## config.mk

```make
export PLATFORM = sky130hd
export DESIGN_NAME = vga_sync_monitor_flat
export DESIGN_NICKNAME = d
export VERILOG_FILES = /design/src/rtl/vga_pkg.sv /design/src/rtl/vga_sync_monitor_if.sv /design/src/rtl/vga_edge_det.sv /design/src/rtl/vga_sync_monitor.sv /design/src/flat_wrapper.sv
export SDC_FILE = /design/constraint.sdc
export NUM_CORES = 1
export LEC_CHECK = 0
export ABC_AREA = 1
export CORE_UTILIZATION = 50
export DETAILED_ROUTE_END_ITERATION = 8
export PLACE_DENSITY = 0.73
export REMOVE_ABC_BUFFERS = 1
export SLEW_MARGIN = 0
export SYNTH_ARGS = -nofsm -noshare
export SYNTH_HDL_FRONTEND = slang
export SYNTH_HIERARCHICAL = 1
export SYNTH_SLANG_ARGS = --single-unit
```

## constraint.sdc

```tcl
create_clock -name clk -period 3.2 [get_ports clk]
set_input_delay 0.64 -clock clk [delete_from_list [all_inputs] [get_ports clk]]
set_output_delay 0.64 -clock clk [all_outputs]
set_load 0.01 [all_outputs]
```

## src/rtl/vga_pkg.sv

```systemverilog
// vga_pkg: video timing constants and lock state shared by the VGA sync monitor
package vga_pkg;
  localparam int VGA_CNT_W = 12;
  localparam int VGA640_HS_A = 96;
  localparam int VGA640_HS_B = 48;
  localparam int VGA640_HS_C = 640;
  localparam int VGA640_HS_E = 800;
  localparam int VGA640_VS_A = 2;
  localparam int VGA640_VS_B = 33;
  localparam int VGA640_VS_C = 480;
  localparam int VGA640_VS_E = 525;
  typedef enum logic {SEARCH, LOCKED} lock_state_t;
endpackage

```

## src/rtl/vga_sync_monitor_if.sv

```systemverilog
// vga_sync_monitor_if: VGA output bus (active-low syncs, RGB332 pixel)
interface vga_sync_monitor_if;
  logic       vga_hs;
  logic       vga_vs;
  logic [7:0] vga_rgb;
  modport master (output vga_hs, vga_vs, vga_rgb);
  modport slave (input vga_hs, vga_vs, vga_rgb);
endinterface

```

## src/rtl/vga_edge_det.sv

```systemverilog
// vga_edge_det: registers one sync line and flags its falling/rising edges
module vga_edge_det (
  input  logic clk,
  input  logic rst_n,
  input  logic din,
  output logic q,
  output logic fall,
  output logic rise
);
  logic q_d;
  always_ff @(posedge clk or negedge rst_n) begin
    if (!rst_n) begin
      q   <= 1'b1;
      q_d <= 1'b1;
    end else begin
      q   <= din;
      q_d <= q;
    end
  end
  assign fall = q_d & ~q;
  assign rise = ~q_d & q;
endmodule

```

## src/rtl/vga_sync_monitor.sv

```systemverilog
// vga_sync_monitor: measures VGA sync timing, checksums the active window and
// reports lock once consecutive frames match the configured standard
module vga_sync_monitor import vga_pkg::*; #(
  parameter int HS_A        = VGA640_HS_A,
  parameter int HS_B        = VGA640_HS_B,
  parameter int HS_C        = VGA640_HS_C,
  parameter int HS_E        = VGA640_HS_E,
  parameter int VS_A        = VGA640_VS_A,
  parameter int VS_B        = VGA640_VS_B,
  parameter int VS_C        = VGA640_VS_C,
  parameter int VS_E        = VGA640_VS_E,
  parameter int CNT_W       = VGA_CNT_W,
  parameter int LOCK_FRAMES = 2
) (
  input  logic                 clk,
  input  logic                 rst_n,
  vga_sync_monitor_if.slave    vga,
  output logic                 meas_valid,
  output logic [CNT_W-1:0]     h_total,
  output logic [CNT_W-1:0]     h_sync_w,
  output logic [CNT_W-1:0]     v_total,
  output logic [CNT_W-1:0]     v_sync_w,
  output logic [31:0]          frame_sum,
  output logic                 frame_err,
  output logic                 locked
);
  localparam int TO   = 2 * VS_E * HS_E;
  localparam int TO_W = $clog2(TO);
  localparam logic [CNT_W-1:0] X_LO = CNT_W'(HS_A + HS_B);
  localparam logic [CNT_W-1:0] X_HI = CNT_W'(HS_A + HS_B + HS_C - 1);
  localparam logic [CNT_W-1:0] Y_LO = CNT_W'(VS_A + VS_B);
  localparam logic [CNT_W-1:0] Y_HI = CNT_W'(VS_A + VS_B + VS_C - 1);
  logic hs_q, hs_fall, hs_rise, vs_q, vs_fall, vs_rise;
  logic [7:0] rgb_q, rgb_d;
  logic [CNT_W-1:0] x, y, x_inc, y_end, h_total_line, hs_low_cnt, h_sync_line, vs_line_cnt, v_sync_line;
  logic [TO_W-1:0] to_cnt;
  logic [31:0] sum;
  logic frame_pend, hs_seen, frame_seen, line_bad, x_sat;
  logic x_max, y_max, line_chk, in_win, frame_end, timeout;
  lock_state_t state;
  logic [3:0] good_cnt, good_nxt;
  vga_edge_det u_hs (.clk(clk), .rst_n(rst_n), .din(vga.vga_hs), .q(hs_q), .fall(hs_fall), .rise(hs_rise));
  vga_edge_det u_vs (.clk(clk), .rst_n(rst_n), .din(vga.vga_vs), .q(vs_q), .fall(vs_fall), .rise(vs_rise));
  always_comb begin
    x_max     = &x;
    y_max     = &y;
    x_inc     = x + 1'b1;
    y_end     = y + 1'b1;
    line_chk  = hs_fall & hs_seen & (x_inc != CNT_W'(HS_E));
    in_win    = (x >= X_LO) && (x <= X_HI) && (y >= Y_LO) && (y <= Y_HI);
    frame_end = vs_fall & frame_seen;
    timeout   = to_cnt == TO_W'(TO - 1);
    good_nxt  = good_cnt + 4'd1;
  end
  // rgb gets a second stage so the pixel lines up with x, which resets a cycle after the hs edge
  always_ff @(posedge clk or negedge rst_n) begin
    if (!rst_n) begin
      rgb_q <= '0;
      rgb_d <= '0;
      x <= '0;
      y <= '0;
      h_total_line <= '0;
      hs_low_cnt <= '0;
      h_sync_line <= '0;
      vs_line_cnt <= '0;
      v_sync_line <= '0;
      to_cnt <= '0;
      sum <= '0;
      frame_pend <= 1'b0;
      hs_seen <= 1'b0;
      frame_seen <= 1'b0;
      line_bad <= 1'b0;
      x_sat <= 1'b0;
      meas_valid <= 1'b0;
      frame_err <= 1'b0;
      h_total <= '0;
      h_sync_w <= '0;
      v_total <= '0;
      v_sync_w <= '0;
      frame_sum <= '0;
    end else begin
      rgb_q <= vga.vga_rgb;
      rgb_d <= rgb_q;
      x <= hs_fall ? '0 : x_max ? x : x_inc;
      if (hs_fall) begin
        h_total_line <= x_inc;
        hs_seen <= 1'b1;
        y <= (frame_pend | vs_fall) ? '0 : y_max ? y : y_end;
      end
      frame_pend <= hs_fall ? 1'b0 : (frame_pend | vs_fall);
      hs_low_cnt <= hs_rise ? '0 : hs_low_cnt + CNT_W'(!hs_q);
      if (hs_rise) h_sync_line <= hs_low_cnt;
      vs_line_cnt <= vs_fall ? CNT_W'(hs_fall) : vs_line_cnt + CNT_W'(hs_fall & !vs_q);
      if (vs_rise) v_sync_line <= vs_line_cnt;
      to_cnt <= (vs_fall | timeout) ? '0 : to_cnt + 1'b1;
      frame_seen <= !timeout & (frame_seen | vs_fall);
      meas_valid <= frame_end;
      frame_err <= frame_end & (line_bad | line_chk | x_sat | x_max | (y_end != CNT_W'(VS_E)));
      if (frame_end) begin
        h_total <= h_total_line;
        h_sync_w <= h_sync_line;
        v_total <= y_end;
        v_sync_w <= v_sync_line;
        frame_sum <= sum;
      end
      sum <= vs_fall ? '0 : sum + (in_win ? 32'(rgb_d) : 32'd0);
      line_bad <= !vs_fall & (line_bad | line_chk);
      x_sat <= !vs_fall & (x_sat | x_max);
    end
  end
  always_ff @(posedge clk or negedge rst_n) begin
    if (!rst_n) begin
      state <= SEARCH;
      good_cnt <= '0;
      locked <= 1'b0;
    end else if (timeout || (meas_valid && frame_err)) begin
      state <= SEARCH;
      good_cnt <= '0;
      locked <= 1'b0;
    end else if (meas_valid && state == SEARCH) begin
      good_cnt <= good_nxt;
      if (good_nxt == 4'(LOCK_FRAMES)) begin
        state <= LOCKED;
        locked <= 1'b1;
      end
    end
  end
endmodule

```

## src/flat_wrapper.sv

```systemverilog
// flat-port wrapper written by rule: the top's interface ports become plain ports
module vga_sync_monitor_flat import vga_pkg::*;
#(
  parameter int HS_A        = VGA640_HS_A,
  parameter int HS_B        = VGA640_HS_B,
  parameter int HS_C        = VGA640_HS_C,
  parameter int HS_E        = VGA640_HS_E,
  parameter int VS_A        = VGA640_VS_A,
  parameter int VS_B        = VGA640_VS_B,
  parameter int VS_C        = VGA640_VS_C,
  parameter int VS_E        = VGA640_VS_E,
  parameter int CNT_W       = VGA_CNT_W,
  parameter int LOCK_FRAMES = 2
)
  (clk, rst_n, meas_valid, h_total, h_sync_w, v_total, v_sync_w, frame_sum, frame_err, locked, vga_vga_hs, vga_vga_vs, vga_vga_rgb);
  vga_sync_monitor_if vga_i ();
  input  logic clk;
  input  logic rst_n;
  output logic meas_valid;
  output logic [CNT_W-1:0] h_total;
  output logic [CNT_W-1:0] h_sync_w;
  output logic [CNT_W-1:0] v_total;
  output logic [CNT_W-1:0] v_sync_w;
  output logic [31:0] frame_sum;
  output logic frame_err;
  output logic locked;
  input wire logic [$bits(vga_i.vga_hs)-1:0] vga_vga_hs;
  input wire logic [$bits(vga_i.vga_vs)-1:0] vga_vga_vs;
  input wire logic [$bits(vga_i.vga_rgb)-1:0] vga_vga_rgb;
  assign vga_i.vga_hs = vga_vga_hs;
  assign vga_i.vga_vs = vga_vga_vs;
  assign vga_i.vga_rgb = vga_vga_rgb;
  vga_sync_monitor #(.HS_A(HS_A), .HS_B(HS_B), .HS_C(HS_C), .HS_E(HS_E), .VS_A(VS_A), .VS_B(VS_B), .VS_C(VS_C), .VS_E(VS_E), .CNT_W(CNT_W), .LOCK_FRAMES(LOCK_FRAMES)) u_core (.clk(clk), .rst_n(rst_n), .vga(vga_i), .meas_valid(meas_valid), .h_total(h_total), .h_sync_w(h_sync_w), .v_total(v_total), .v_sync_w(v_sync_w), .frame_sum(frame_sum), .frame_err(frame_err), .locked(locked));
endmodule
```

After elaboration in Yosys (flattened, before gate mapping)
Cells that the tools add are included.

Output and inout port bits: 83. Register bits after elaboration: 248. Bits of input ports: 12.

Equal/unequal tests: 6. Bitwise logic cells: 25. $lt $le $gt $ge: 4. Muxes and demuxes: 15. Add/subtract/negate cells: 7. Reductions and logical operators: 16.

Operator list (number): $mux W12 (6); $add A32 B32 Y32 (1); $mux W32 (1); $add A12 B1 Y12 const B (2); $le A12 B10 Y1 const B (2); $ne A12 B10 Y1 const B (2); $reduce_and A12 Y1 (2); $add A20 B1 Y20 const B (1); $eq A20 B20 Y1 const B (1); $mux W20 (1); $add A12 B1 Y12 (1); $add A12 B12 Y12 (1); $and A1 B1 Y1 (12); $ge A12 B6 Y1 const B (1); $ge A12 B8 Y1 const B (1); $mux W4 (2); $mux W8 (1); $or A1 B1 Y1 (8); $logic_and A1 B1 Y1 (5); $not A1 Y1 (5); $add A4 B1 Y4 const B (1); $eq A4 B2 Y1 const B (1); $logic_not A1 Y1 (4); $mux W1 (4); other kinds (4) (7).

Longest topological paths before layout
Depth in word-level cells: 9. Mapped depth: 17. Gate-level depth less buffers: 17.

By module
The synthesis kept the hierarchy.

By module, submodules not included: vga_sync_monitor (seq. area each 6105.9 um^2, area each 10993.0 um^2, instances 1, cells an instance 1269); vga_edge_det (seq. area each 52.6 um^2, area each 67.6 um^2, instances 2, cells an instance 6).

Worst setup path before layout
No wires, ideal clock.

Kind: flip-flop to flip-flop. Start: reg u_core.y[0]. End: reg u_core.sum[22]. Path buffers: 0. Data required time: 3.081 ns. Arrival time: 2.861 ns. Cell stages (with the launch flop): 18. Path slack: 0.220 ns. Period minus slack after synthesis: 2.980 ns. Cell sequence: dfrtp_1 > inv_1 > ha_1 > o211ai_1 > o41ai_1 > nand3_1 > nor2_1 > ha_1 > inv_1 > fa_1 > o21ai_2 > inv_1 > o21ai_2 > nand2_2 > nor2_4 > nand3_1 > nand2_1 > nor2_1.

Longest elaborated chain between the ends: 6. Elaborated cells between the ends (all ways): 7. Classes of those cells: add/sub (1); order compare (2); mux (2); reduce/logical (2).

RTL lines: start: declaration (RTL line vga_sync_monitor.sv:35) `logic [CNT_W-1:0] x, y, x_inc, y_end, h_total_line, hs_low_cnt, h_sync_line, vs_line_cnt, v_sync_line;`; start signal: assignment (RTL line vga_sync_monitor.sv:88) `y <= (frame_pend | vs_fall) ? '0 : y_max ? y : y_end;`; $ge A12 B6 Y1 (RTL line vga_sync_monitor.sv:50) `in_win = (x >= X_LO) && (x <= X_HI) && (y >= Y_LO) && (y <= Y_HI);`; $logic_and A1 B1 Y1 (RTL line vga_sync_monitor.sv:50); $logic_and A1 B1 Y1 * (RTL line vga_sync_monitor.sv:50); $mux W8 * (RTL line vga_sync_monitor.sv:106) `sum <= vs_fall ? '0 : sum + (in_win ? 32'(rgb_d) : 32'd0);`; $add A32 B32 Y32 * (RTL line vga_sync_monitor.sv:106); $mux W32 * (RTL line vga_sync_monitor.sv:106); end signal: assignment (RTL line vga_sync_monitor.sv:106); end: declaration (RTL line vga_sync_monitor.sv:37) `logic [31:0] sum;`.

Every way passes the cells marked *; elsewhere a longest branch is shown, timed or not. A chain may end at the register's enable or synchronous reset.

Worst setup path after layout
Start: reg u_core.y[0]. End: reg u_core.sum[8].

Same word-level chain as after synthesis.

==> impl_metrics.tcl <==
set metrics [dict create \
    worstMarginPinSlew_ps 943 \
    antenna_found_initial 0 \
    grt_setup_unrepaired "yes" \
    worst_setup_hold_path_clk_slew_ps 60 \
    status "completed" \
    cts_tree "done" \
    dr.first_iter.drc_count 497 \
    fp.dieArea_sq_um 22900 \
    clock-sinks 248 \
    die_h_um 151 \
    yosysUniqueCellTypes 46 \
    synth_xor_area_share_pct 2.36 \
    initial_core_util_pct 51.0 \
    routabilityCongestion 0.879 \
    worst_r2r_path_depth 15 \
    finalSetupTns_ps 0 \
    grt.busiest_layer "met2" \
    met3_usage_pct 4.13 \
    drtPass1Iterations 5 \
    drc 0 \
    final_hold_viol_count 0 \
    synth_compound_area_share_pct 10.1 \
    grt_pass1_vias 8383 \
    synthCells 1281 \
    postSynthAreaPerCell_sq_um 8.69 \
    critPathArrivalTime_ps 3500 \
    postCtsHoldBufs 0 \
    endpoint_kind "flip-flop" \
    grt.overflow.total 0 \
    synth-simple-area-share_pct 22.5 \
    core_sq_um 21800 \
    p_per_area_nw_per_um2 527 \
    period_minus_slack_ps 3100 \
    fmax_mhz 322 \
    wl_per_cell_um 14.5 \
    hold_path_class "input pin to async pin" \
    synth_edf_count 0 \
    clock_latency_ps 520 \
    cp.required_ps 3600 \
    viasPerCell 5.16 \
    synth-seq-area-share_pct 55.8 \
    critPathMaxFanout 7 \
    grtUsageMet2_pct 35.3 \
    skew_ps 14.9 \
    r2r_end "u_core/sum[8]$_DFF_PN0_" \
    p_leak_nw 6.32 \
    antenna_cells 0 \
    grt_pass1_wl_um 40200 \
    syn_to_final_growth_pct 22.5 \
    cts-buffers-inserted 26 \
    yosys_register_bits 248 \
    drv_slew 0 \
    drive_gt1_share_pct 10.4 \
    use_met1_pct 30.6 \
    synthesis.area_sq_um 11100 \
    cts_max_level 1 \
    final_cell_mix "nand2_1, dfrtp_1, inv_1" \
    critPathKind "flip-flop to flip-flop" \
    port_buffers 94 \
    rows 54 \
    cts-root-buf "clkbuf_16" \
    synth_top_family_by_area "simple AND/OR/NAND/NOR gates" \
    io_pins 95 \
    maxSlewHeadroom_pct 36.7 \
    globalRouteTotalUtil_pct 21.9 \
    grt_max_degree 77 \
    synthAdderAreaFrac_pct 2.43 \
    reg_top3 "u_core/frame_sum: 32 flops, u_core/sum: 32 flops, u_core/to_cnt: 20 flops" \
    layout_commonest_cell "nand2_1" \
    hold_slack_ps 93.4 \
    cts_buffer_depth 3 \
    peakVddDrop_mv 0.457 \
    ys_warn_count 6 \
    fin_crit_sh_pct 96.9 \
    setup_violations 0 \
    ff2ff_setup_slack_ps 100 \
    synth.area.mux_share_pct 0 \
    r2r-start "u_core/y[0]$_DFFE_PN0P_" \
    num_vias 8747 \
    drv_cap 0 \
    synthFlopType "dfrtp_1" \
    nets 1432 \
    fp.dieW_um 151 \
    detail-route-antenna-nets 0 \
    dp.final_hpwl_um 16500 \
    synthArstFlopShare_pct 100 \
    start_kind "flip-flop" \
    drt-total-wl_um 24500 \
]
## through the flow
stage	utilization (%)	cells	setup WS [ps]	total power [mW]	area, sq um
6_report	62.5	1695	97.9	7.19	13600
5_1_grt	62.5	1695	-80.0	7.49	13600
4_1_cts	61.1	1683	25.5	7.24	13300
3_5_place_dp	57.1	1639	58.2	4.17	12500
3_3_place_gp	57.1	1639	90.6	4.15	12500
2_1_floorplan	-	1245	-1440	3.84	11000
## cell type report
| type | instances | area (sq um) |
|---|---|---|
| Timing Repair Buffer | 126 | 1260 |
| Clock buffer | 37 | 783 |
| Inverter | 157 | 589 |
| Tap cell | 280 | 350 |
| Multi-Input combinational cell | 840 | 4350 |
| Sequential cell | 248 | 6210 |
| Fill cell | 1801 | 8190 |
| Clock inverter | 7 | 85.1 |
## how the worst max path moves through the flow
| stage | to | from | slack [ps] | cells after the start |
|---|---|---|---|---|
| 6_report | u_core/sum[8]$_DFF_PN0_ | u_core/y[0]$_DFFE_PN0P_ | 100 | 15 |
| 3_5_place_dp | u_core/sum[10]$_DFF_PN0_ | u_core/y[1]$_DFFE_PN0P_ | 60 | 14 |
| 4_1_cts | u_core/sum[10]$_DFF_PN0_ | u_core/y[1]$_DFFE_PN0P_ | 30 | 14 |
| 3_3_place_gp | u_core/sum[18]$_DFF_PN0_ | u_core/y[0]$_DFFE_PN0P_ | 90 | 15 |
| 2_1_floorplan | u_core/frame_sum[0]$_DFFE_PN0P_ | u_core/u_vs/q_d$_DFF_PN1_ | -1440 | 6 |
| 5_1_grt | u_core/sum[29]$_DFF_PN0_ | u_core/y[1]$_DFFE_PN0P_ | -80 | 19 |
## worst max-delay path: stages (launching register included)
cell and delay [ps]:
dfrtp_1 380, inv_2 80, ha_4 120, o211ai_1 90, o41ai_2 440, nand3_2 160, nor2_1 140, ha_2 190
inv_2 40, fa_2 410, o21ai_4 180, a21boi_4 90, o21ai_4 310, buf_6 150, xor2_1 140, nor2_1 50
## cell usage after synthesis, types with 2 or more instances
cell type / number / area share (%)
a211oi_1: 3 / 0.20
a21oi_1: 32 / 1.4
a31oi_1: 10 / 0.56
buf_1: 3 / 0.10
buf_4: 2 / 0.13
buf_6: 3 / 0.30
clkbuf_1: 27 / 0.91
clkinv_1: 2 / 0.067
dfrtp_1: 244 / 55
dfstp_2: 4 / 0.94
ha_1: 20 / 2.2
inv_1: 155 / 5.2
nand2_1: 334 / 11
nand2_2: 4 / 0.22
nand3_1: 50 / 2.2
nand3_2: 2 / 0.18
nand3b_1: 2 / 0.13
nand4_1: 21 / 1.2
nand4_2: 2 / 0.22
nor2_1: 123 / 4.1
nor2_2: 8 / 0.45
nor2_4: 2 / 0.20
nor3_1: 27 / 1.2
nor3_2: 2 / 0.18
nor3b_1: 5 / 0.34
nor4_1: 5 / 0.28
o21a_1: 3 / 0.20
o21ai_0: 126 / 5.7
o21ai_2: 13 / 1.0
o21bai_1: 2 / 0.13
o41ai_1: 2 / 0.16
xnor2_1: 5 / 0.39
xor2_1: 25 / 2.0
## layer usage
metal,vias to the layer above,part of all wire (%)
met5,-,0
met4,0,1.7
met3,36,5.3
met2,212,46
met1,4153,47
li1,4346,-
## report_power, final
part	internal, mW	leakage, nW	switching, mW
Sequential	3.32	3.34	0.136
Combinational	0.287	2.54	0.394
Clock	1.85	0.434	1.20
## cells by family (layout without fill, tap and decap cells)
| family | count (synthesis) | after routing |
|---|---|---|
| xor gates and xnor gates | 30 | 30 |
| adders and majority gates | 21 | 21 |
| AOI/OAI and AO/OA | 199 | 199 |
| and+or+nand+nor | 590 | 590 |
| DFF | 248 | 248 |
| buffers and inverters | 193 | 327 |
## repair_timing
item / 4_1_cts / 5_1_grt
gates resized for setup: 0 / 43
buffers inserted: 0 / 12
setup endpoints to repair: 0 / 24
No activity file was read; power rests on OpenSTA's default activity.
